File: config.mk
export PLATFORM = sky130hd
export DESIGN_NAME = alu_issue_ctrl
export DESIGN_NICKNAME = d
export VERILOG_FILES = /design/src/rtl/alu_issue_ctrl.sv
export SDC_FILE = /design/constraint.sdc
export NUM_CORES = 1
export LEC_CHECK = 0
export ABC_AREA = 1
export ABC_CLOCK_PERIOD_IN_PS = 3950
export CORE_ASPECT_RATIO = 1.5
export CORE_UTILIZATION = 45
export DETAILED_ROUTE_END_ITERATION = 8
export GPL_TIMING_DRIVEN = 0
export MAX_ROUTING_LAYER = met4
export PLACE_DENSITY = 0.91
export SYNTH_ARGS = -nofsm -noshare
export SYNTH_HDL_FRONTEND = slang
export SYNTH_SLANG_ARGS = --single-unit
export TNS_END_PERCENT = 1
File: constraint.sdc
create_clock -name clk -period 3.95 [get_ports clk]
set_input_delay 0.395 -clock clk [delete_from_list [all_inputs] [get_ports clk]]
set_output_delay 0.395 -clock clk [all_outputs]
set_load 0.01 [all_outputs]
File: src/rtl/alu_issue_ctrl.sv
// Issue front end for a combinational ALU: decodes aluop/funct into a selector, holds operands for the
// required settle time, then captures and returns the ALU result over a valid/ready handshake.
module alu_issue_ctrl #(
    parameter int MUL_CYCLES = 2,
    parameter int DIV_CYCLES = 4
) (
    input  logic        clk,
    input  logic        rst_n,
    input  logic        in_valid,
    output logic        in_ready,
    input  logic [1:0]  aluop,
    input  logic [5:0]  funct,
    input  logic [31:0] a,
    input  logic [31:0] b,
    output logic [31:0] alu_op1,
    output logic [31:0] alu_op2,
    output logic [3:0]  alu_sel,
    input  logic [31:0] alu_salida,
    input  logic        alu_zf,
    output logic        out_valid,
    input  logic        out_ready,
    output logic [31:0] result,
    output logic        zero,
    output logic        illegal,
    output logic        div0
);

    typedef enum logic [1:0] {IDLE, EXEC, DONE} state_t;

    localparam logic [3:0] SEL_AND = 4'b0000;
    localparam logic [3:0] SEL_OR  = 4'b0001;
    localparam logic [3:0] SEL_ADD = 4'b0010;
    localparam logic [3:0] SEL_MUL = 4'b0011;
    localparam logic [3:0] SEL_DIV = 4'b0100;
    localparam logic [3:0] SEL_NOP = 4'b0101;
    localparam logic [3:0] SEL_SUB = 4'b0110;
    localparam logic [3:0] SEL_SLT = 4'b0111;
    localparam logic [3:0] SEL_BEQ = 4'b1000;
    localparam logic [3:0] SEL_XOR = 4'b1001;

    state_t      state;
    logic [7:0]  counter;
    logic        pend_illegal;
    logic        pend_div0;
    logic [3:0]  dec_sel;
    logic        dec_illegal;
    logic [7:0]  load_cnt;

    always_comb begin
        dec_sel     = SEL_NOP;
        dec_illegal = 1'b0;
        case (aluop)
            2'b00: dec_sel = SEL_ADD;
            2'b01: dec_sel = SEL_BEQ;
            2'b11: dec_sel = SEL_NOP;
            default: begin
                case (funct)
                    6'b100000: dec_sel = SEL_ADD;
                    6'b100010: dec_sel = SEL_SUB;
                    6'b100100: dec_sel = SEL_AND;
                    6'b100101: dec_sel = SEL_OR;
                    6'b101010: dec_sel = SEL_SLT;
                    6'b100110: dec_sel = SEL_XOR;
                    6'b011000: dec_sel = SEL_MUL;
                    6'b011010: dec_sel = SEL_DIV;
                    default:   dec_illegal = 1'b1;
                endcase
            end
        endcase
    end

    // One extra count beyond the op's settle time lets the ALU see freshly registered operands.
    always_comb begin
        load_cnt = 8'd1;
        if (dec_sel == SEL_MUL)
            load_cnt = 8'(MUL_CYCLES);
        else if (dec_sel == SEL_DIV)
            load_cnt = 8'(DIV_CYCLES);
    end

    always_ff @(posedge clk or negedge rst_n) begin
        if (!rst_n) begin
            state        <= IDLE;
            in_ready     <= 1'b1;
            alu_op1      <= '0;
            alu_op2      <= '0;
            alu_sel      <= SEL_NOP;
            counter      <= '0;
            pend_illegal <= 1'b0;
            pend_div0    <= 1'b0;
            out_valid    <= 1'b0;
            result       <= '0;
            zero         <= 1'b0;
            illegal      <= 1'b0;
            div0         <= 1'b0;
        end else begin
            case (state)
                IDLE: begin
                    if (in_valid && in_ready) begin
                        alu_op1      <= a;
                        alu_op2      <= b;
                        alu_sel      <= dec_sel;
                        counter      <= load_cnt;
                        pend_illegal <= dec_illegal;
                        pend_div0    <= (dec_sel == SEL_DIV) && (b == '0);
                        in_ready     <= 1'b0;
                        state        <= EXEC;
                    end
                end
                EXEC: begin
                    if (counter == '0) begin
                        zero      <= alu_zf;
                        illegal   <= pend_illegal;
                        div0      <= pend_div0;
                        out_valid <= 1'b1;
                        state     <= DONE;
                        // The ALU drives garbage for compare, NOP-on-illegal and divide by zero.
                        if (pend_illegal || alu_sel == SEL_BEQ)
                            result <= '0;
                        else if (pend_div0)
                            result <= 32'hFFFF_FFFF;
                        else
                            result <= alu_salida;
                    end else begin
                        counter <= counter - 8'd1;
                    end
                end
                DONE: begin
                    if (out_ready) begin
                        out_valid <= 1'b0;
                        in_ready  <= 1'b1;
                        state     <= IDLE;
                    end
                end
                default: state <= IDLE;
            endcase
        end
    end

endmodule

==> run metrics, run 1 <==
status=completed; Synth area leaders=dfrtp_1 (57%), nand2_1 (15%), nor2_1 (4.5%); Synth top cells by count=nand2_1 (202), dfrtp_1 (114), nor2_1 (59); clock skew=0.00704 ns; TritonCTS buffer count=17; worst-path fanout max=3; largest net degree at the start of global routing=82; Pins Over Slew Limit=0; vias in the first global route=4601; Hold-fix buffers, CTS=1; Final nets=933; CTS tree=done; Int Pwr=2.18 mW; Die X-Extent=87.8 um; Syn Nets=699; CORE AREA=10600 um2; cell taking the most area after synthesis=dfrtp_1; drt via density=4.85; DRT antenna net count=0; Post-Syn Area per Cell=8.44 um2; clock share of power=51.9%; Leak Pwr=3.83 nW; Crit path required time=3.56 ns; total clock sinks=117; Net Sw Power=653 uW; final WL=14000 um; gr usage total=26.0%; peak supply drop=0.339 mV; CTS H-tree depth=4; Clock Tree Root=clkbuf_16; Peak Freq=523 MHz; CP Class=flip-flop to output port; FILL cells=769; Max-slew headroom=67.5%; wire per inst=14.3 um; Seq cells post-synth=117; PostCTS Resize Cnt=0; First-pass DRT Iterations=6; arrival time worst endpoint=1.52 ns; # setup viols final=0; Yosys Warn Count=0; Vias=4752; I/O Buffers=213; latest clock arrival within the worst-skew pair=0.41 ns; Fin. Hold Viols=0; crit-path cells=clkdlybuf4s50_1; hold crit path type=input pin to async pin; fin crit share=48.4%; Final min period=1.91 ns; smallest hold slack=0.442 ns; CP Launch Type=flip-flop; CP max stage cell=clkdlybuf4s50_1; asr flop ratio synth=100%; sequential area share after synthesis=59.0%; RSZ-0062 raised after global routing=false; area of the die=11500 um2; RePlAce Congestion=0.868; most common flop cell mapped by yosys=dfrtp_1; DP Wirelength=10400 um; worst path buffer plus inverter count=1; layout cell share with drive strength beyond 1=7.31%; number of flops mapped to enable cells by yosys=0; synthesized cell area=4960 um2; power per cell area=360 nW/um2; clk slew on worst S/H paths=0.06 ns; Initial Utilization=46.6%; total of max-cap violations=0; clk buf depth=2; post-place setup slack=1.72 ns; post-synth cell types=27; row cnt=46; initial antenna violation count=0; Fin Setup TNS=0 ns; multi-input logic area=1690 um2; Iter 0 DRT Violations=152; PnR worst setup slack=2.04 ns; # DRC=0; critical path's top delay family=buffers and inverters; number of antenna diodes=0; Area growth, synth to finish=58.8%; Sequential Power Share=42.3%; Cells after Synth=588; CP peak stage delay=0.56 ns; Worst Tran Pin Value=0.487 ns; storage element area=2930 um2; GR Overflow Total=0; Gate power share=5.8%; Post-CTS Setup Bufs=0; Switching Share=23.0%; first-pass GRT wire length=22000 um; top cell type's share of synthesized area=57.5%; most numerous cell in the Yosys netlist=nand2_1; die height=131 um; I/O pins=214; CP Capture Type=output port
==> power groups by stage <==
stage | Combinational, mW | Sequential, mW | Clock, mW
3_3_place_gp | 0.158 | 1.22 | 0
5_1_grt | 0.181 | 1.20 | 1.55
4_1_cts | 0.165 | 1.20 | 1.49
2_1_floorplan | 0.0216 | 1.22 | 0
3_5_place_dp | 0.164 | 1.22 | 0
6_report | 0.164 | 1.20 | 1.47
==> layer usage <==
metal | vias up | wire, um | global-route usage (%) | share of wire [%]
met5 | - | 0 | - | 0
met1 | 2239 | 5420 | 28.2 | 39
met4 | 0 | 317 | 9.74 | 2.3
met3 | 24 | 822 | 6.78 | 5.9
li1 | 2328 | - | - | -
met2 | 161 | 7460 | 45.4 | 53
==> per-stage QoR <==
stage | instance area (um2) | instances | power (mW) | util (%)
floorplan | 4960 | 588 | 1.24 | -
finish | 7890 | 979 | 2.84 | 74.1
detailed placement | 7310 | 946 | 1.38 | 68.6
global route | 7890 | 979 | 2.93 | 74.1
CTS | 7890 | 979 | 2.86 | 74.1
global placement | 7280 | 945 | 1.38 | 68.3
==> state kept, by name, summed over array words and instances (netlist names) <==
name,flops
counter,8
alu_op2,32
pend_illegal,1
pend_div0,1
div0,1
result,32
out_valid,1
alu_sel,4
alu_op1,32
state,2
zero,1
illegal,1
in_ready,1
==> layout by cell type (no fill, tap or decap), drive strengths merged, types with 6 or more instances in the layout <==
| cell | Yosys | layout |
|---|---|---|
| a21oi | 8 | 8 |
| clkinv | 1 | 6 |
| inv | 58 | 65 |
| clkbuf | 17 | 34 |
| o21ai | 73 | 73 |
| nor2 | 63 | 63 |
| nand3 | 17 | 17 |
| nand2 | 204 | 204 |
| dfrtp | 114 | 114 |
| clkdlybuf4s50 | 0 | 212 |
| nand4 | 10 | 10 |
| buf | 9 | 11 |
==> layout make-up <==
class,instances,share of cell area (%)
flip-flops and latches,117,37.2
repair buffers,215,27.5
multi-input cells,386,21.5
clock buffers,17,5.39
inverters,59,2.81
well taps,144,2.28
clock inverters,15,1.84
plain buffers,26,1.51
==> worst register-to-register path: cells and delay by family, from the launching register on <==
| kind | cells | cell delay [ns] |
|---|---|---|
| buf+inv | 3 | 0.60 |
| compound gates | 1 | 0.08 |
| simple gates | 3 | 0.52 |
| flops | 1 | 0.54 |
==> final timing paths <==
path	from	endpoint	slack (ns)	depth (start not counted)
worst max-delay path	alu_sel[2]	alu_sel[2]	2.04	1
worst min-delay path	rst_n	alu_op1[10]	0.44	2
worst max register to register	in_ready	alu_op2[16]	2.07	7
worst min register to register	alu_op1[26]	alu_op1[26]	0.47	2
max in group asynchronous	rst_n	alu_sel[0]	2.76	3
min in group clk	alu_op1[26]	alu_op1[26]	0.47	2
==> logic make-up (layout without fill, tap and decap cells) <==
group | Yosys count | in the layout | share of synthesized area, %
simple gates | 300 | 300 | 24.7
flops | 117 | 117 | 59.0
buf+inv | 85 | 332 | 6.85
compound gates | 84 | 84 | 8.90
fa+ha+maj | 2 | 2 | 0.504
Power figures use the tool's default switching activity.
==> run 2: changes to the inputs <==
Settings changed: ABC_CLOCK_PERIOD_IN_PS 3950 to 1900, CORE_UTILIZATION 45 to 42, PLACE_DENSITY 0.91 to 0.86.
Clock period 3.95 ns to 1.9 ns, I/O delays scaled along.
==> run 2 against run 1 <==
Compared with the run above:
- sequential power grew 110%
- clock skew grew 0.00053 ns
- first-iteration DRC count grew 56%
- worst hold slack lost 0.16 ns
- wire length shrank 2.8%
- critical path type is now flip-flop to flip-flop
- critical endpoint is now counter[7]
- largest cell class unchanged
- highest routed layer unchanged
==> run metrics, run 2 (synthesized netlist as in run 1, its figures left out) <==
clk slew on worst S/H paths=0.06 ns; number of antenna diodes=0; PnR worst setup slack=0.0894 ns; CTS H-tree depth=4; Crit path required time=2.19 ns; CP Capture Type=flip-flop; area of the die=12300 um2; RSZ-0062 raised after global routing=true; most frequent cells in the layout=clkdlybuf4s50_1 (212), nand2_1 (201), dfrtp_1 (114); # DRC=0; Leak Pwr=3.89 nW; Fin. Hold Viols=0; Fin Setup TNS=0 ns; total clock sinks=117; arrival time worst endpoint=2.10 ns; crit-path cells=nand2_1 > nor3_4 > inv_2 > buf_2 > clkbuf_1 > nand2_1 > nor2_1; status=completed; # setup viols final=0; placed cell areas=7310 um2; initial antenna violation count=0; latest clock arrival within the worst-skew pair=0.40 ns; RePlAce Congestion=0.893; storage element area=2930 um2; fin area=8000 um2; CP peak stage delay=0.55 ns; row cnt=48; CP Launch Type=flip-flop; DRT antenna net count=0; hold crit path type=input pin to async pin; Final nets=936; Pins Over Slew Limit=0; Regs by FF count=alu_op1: 32 flops, alu_op2: 32 flops, result: 32 flops; power per cell area=782 nW/um2; largest net degree at the start of global routing=80; drt via density=4.70; CP Class=flip-flop to flip-flop; Initial Utilization=43.1%; Area growth, synth to finish=61.2%; vias in the first global route=4583; TritonCTS buffer count=17; Peak Freq=552 MHz; fin crit share=95.3%; layout cell share with drive strength beyond 1=8.11%; CTS tree=done; I/O Buffers=213; Max-slew headroom=62.8%; peak supply drop=0.617 mV; CORE AREA=11500 um2; total of max-cap violations=0; wire per inst=13.8 um; first-pass GRT wire length=22100 um; I/O pins=214; Clock Tree Root=clkbuf_16; First-pass DRT Iterations=4; CP max stage cell=dfstp_2; Vias=4640; GR Overflow Total=0; gr usage total=23.5%; multi-input logic area=1710 um2; final WL=13600 um; FILL cells=893; clock skew=0.00756 ns; worst-path fanout max=10; post-place setup slack=-0.159 ns; clk buf depth=2; Worst Tran Pin Value=0.552 ns; Final min period=1.81 ns; Die X-Extent=90.8 um; die height=135 um; Iter 0 DRT Violations=237; CP dominant cell by count=nand2_1; DP Wirelength=9900 um; most common cell after layout, fill and taps aside=clkdlybuf4s50_1
-- run 2: cell types whose count changed in the layout (fill, tap and decap cells not counted), sizes merged --
cell / delta
inv: -6
clkinv: -1
clkinvlp: +1
bufinv: +3
buf: +3
clkbuf: +3
-- run 2: final timing paths --
path	slack [ns]	to	from	depth (start not counted)
max	0.09	counter[7]	in_ready	7
min	0.28	alu_op1[10]	rst_n	2
max reg2reg	0.09	counter[7]	in_ready	7
min reg2reg	0.46	counter[4]	counter[4]	1
max in group asynchronous	0.90	in_ready	rst_n	3
min in group clk	0.32	alu_op1[18]	a[18]	3
-- run 2: routing by layer --
layer	vias to the layer above	routed length, um	global-route usage [%]
met5	-	0	-
met4	0	244	7.85
met3	18	654	5.39
met2	152	7120	40.4
met1	2145	5610	27.0
li1	2325	-	-
-- run 2: repair_timing --
| action | in CTS | in global routing |
|---|---|---|
| buffers inserted | 1 | 2 |
| pin swaps | 1 | 2 |
| hold endpoints to repair | 38 | 0 |
| gates resized for setup | 0 | 7 |
| endpoints found under the setup margin | 61 | 38 |
| hold buffers | 1 | 0 |
-- run 2: through the flow --
stage,hold slack [ns],power (mW),util [%],std cells
2_1_floorplan,-0.106,2.58,-,588
3_3_place_gp,0.452,2.87,63.2,951
3_5_place_dp,0.123,2.88,63.4,952
4_1_cts,0.267,6.34,69.1,986
5_1_grt,0.297,6.49,69.4,988
6_report,0.279,6.26,69.4,988
-- run 2: power by group --
group	switching, mW	total, mW	internal [mW]	leakage [nW]
logic	0.124	0.340	0.216	2.16
clock network	1.12	3.42	2.30	0.308
registers	0	2.49	2.49	1.42
total	1.25	6.26	5.01	3.89
-- run 2: critical path, delay by kind of cell, from the launching register on --
kind	cells	cell delay [ns]
DFF	1	0.55
and+or+nand+nor	4	0.55
buffers and inverters	3	0.61
-- run 2: layout make-up --
cell class | count | share of cell area (%)
repair buffers | 218 | 27.4
inverters | 59 | 2.77
plain buffers | 26 | 1.52
flip-flops and latches | 117 | 36.6
clock inverters | 12 | 2.19
multi-input cells | 386 | 21.3
clock buffers | 20 | 5.83
well taps | 150 | 2.35
==> run 3: changes to the inputs <==
Settings changed: CORE_MARGIN set to 2, CORE_UTILIZATION 42 to 28, PLACE_DENSITY 0.86 to 0.63.
==> run 3 against run 2 <==
Compared with the run above:
- final cell count increased by 6.4%
- combinational power about the same
- design area increased by 0.53%
- worst hold slack got worse by 0.072 ns
- sequential power about the same
- non-clock buffer count unchanged
- sequential cell count unchanged
- highest routed layer unchanged
==> run metrics, run 3 (synthesized netlist as in run 1, its figures left out) <==
status=completed; Final min period=1.76 ns; worst r2r src=in_ready; Leak Pwr=3.88 nW; clk slew on worst S/H paths=0.06 ns; most frequent cells in the layout=clkdlybuf4s50_1 (212), nand2_1 (201), dfrtp_1 (114); CORE AREA=17300 um2; CP startpoint=in_ready; Initial Utilization=28.6%; drt via density=4.41; Worst Tran Pin Value=0.524 ns; peak supply drop=0.461 mV; total of max-cap violations=0; Clock Tree Root=clkbuf_16; clk buf depth=2; latest clock arrival within the worst-skew pair=0.41 ns; Area growth, synth to finish=62.0%; CP max stage cell=dfstp_2; reg-to-reg slack, setup=0.14 ns; DP Wirelength=10800 um; area of the die=18800 um2; vias in the first global route=4683; GR Overflow Total=0; Worst Setup EP=alu_op2[29]; final WL=14600 um; RePlAce Congestion=0.845; Peak Freq=567 MHz; Crit path required time=2.22 ns; fin crit share=92.8%; CP Launch Type=flip-flop; DRT antenna net count=0; Iter 0 DRT Violations=220; Pins Over Slew Limit=0; arrival time worst endpoint=2.08 ns; hold crit path type=input pin to async pin; # DRC=0; CTS H-tree depth=4; clock skew=0.00859 ns; row cnt=59; CP peak stage delay=0.54 ns; Final nets=936; initial antenna violation count=0; wire per inst=13.9 um; Fin Setup TNS=0 ns; most common cell after layout, fill and taps aside=clkdlybuf4s50_1; Max-slew headroom=65.1%; Die X-Extent=113 um; largest net degree at the start of global routing=95; CTS tree=done; number of antenna diodes=0; Vias=4638; Fin. Hold Viols=0; reg2reg path depth=6; worst-path fanout max=10; CP Capture Type=flip-flop; CP Class=flip-flop to flip-flop; smallest hold slack=0.207 ns; crit-path cells=nand2_1 > nor3_4 > inv_2 > clkbuf_4 > clkbuf_1 > o21ai_0; layout cell share with drive strength beyond 1=8.59%; I/O pins=214; First-pass DRT Iterations=6; Regs by FF count=alu_op1: 32 flops, alu_op2: 32 flops, result: 32 flops; power per cell area=753 nW/um2; # setup viols final=0; Pwr Total=6.06 mW; total clock sinks=117; die height=167 um; RSZ-0062 raised after global routing=false; FILL cells=1700; gr usage total=16.3%; Worst R2R End=alu_op2[29]; Core Util, Final=46.4%; TritonCTS buffer count=17; I/O Buffers=213; first-pass GRT wire length=23800 um
==> run 3: cell types whose count changed in the layout (fill, tap and decap cells not counted), moves of 2 or more <==
cell,delta
bufinv_16,-2
clkbuf_1,-2
clkbuf_8,-3
inv_6,+4
inv_8,+2
==> run 3: metal layers <==
metal	part of all wire, %	GRT usage [%]	wire [um]	up-vias
met3	6.3	4.91	927	14
met1	42	19.1	6180	2152
met4	1.5	4.72	214	0
met5	0	-	0	-
met2	50	27.1	7320	153
li1	-	-	-	2319
==> run 3: timing repair <==
item / in CTS / in global routing
gates cloned: 0 / 0
resized for setup: 0 / 17
hold buffers: 1 / 0
setup buffers: 1 / 2
pin swaps: 1 / 3
setup endpoints to repair: 62 / 71
endpoints found under the hold margin: 23 / 0
==> run 3: through the flow <==
step	worst slack [ns]	instance area, um2	cells
after floorplan	0.298	4960	588
after global placement	-4.29	7360	1014
after detailed placement	-0.219	7390	1015
after CTS	0.0122	8000	1049
after global routing	0.00568	8050	1051
final	0.137	8050	1051
==> run 3: area by class of cell <==
| type | instances | area (um2) | share of cell area, % |
|---|---|---|---|
| timing repair buffer | 218 | 2190 | 27.3 |
| tap | 213 | 267 | 3.31 |
| clock inverter | 15 | 169 | 2.10 |
| sequential | 117 | 2930 | 36.4 |
| inverter | 59 | 221 | 2.75 |
| clock buffer | 17 | 425 | 5.29 |
| buffer | 26 | 128 | 1.59 |
| multi-input combinational | 386 | 1710 | 21.3 |
==> run 3: worst max-delay path: cells and delay by family, from the launching register on <==
family	cells	cell delay (ns)
buf+inv	3	0.63
flops	1	0.54
simple gates	2	0.28
compound gates	1	0.23
==> run 3: report_power, final <==
part           internal (mW)  switching [mW]  leakage (nW)  total (mW)
Combinational          0.216           0.123          2.17       0.339
Sequential              2.49               0          1.42        2.49
Clock                   1.97            1.26         0.289        3.23
==> run 3: how the worst min path moves through the flow <==
stage	depth (start not counted)	slack, ns	endpoint	start
finish	2	0.21	result[9]	rst_n
global route	2	0.23	result[7]	rst_n
CTS	2	0.20	result[7]	rst_n
detailed placement	1	0.07	result[9]	rst_n
global placement	2	0.45	alu_op1[2]	alu_op1[2]
floorplan	0	-0.11	alu_op1[0]	rst_n
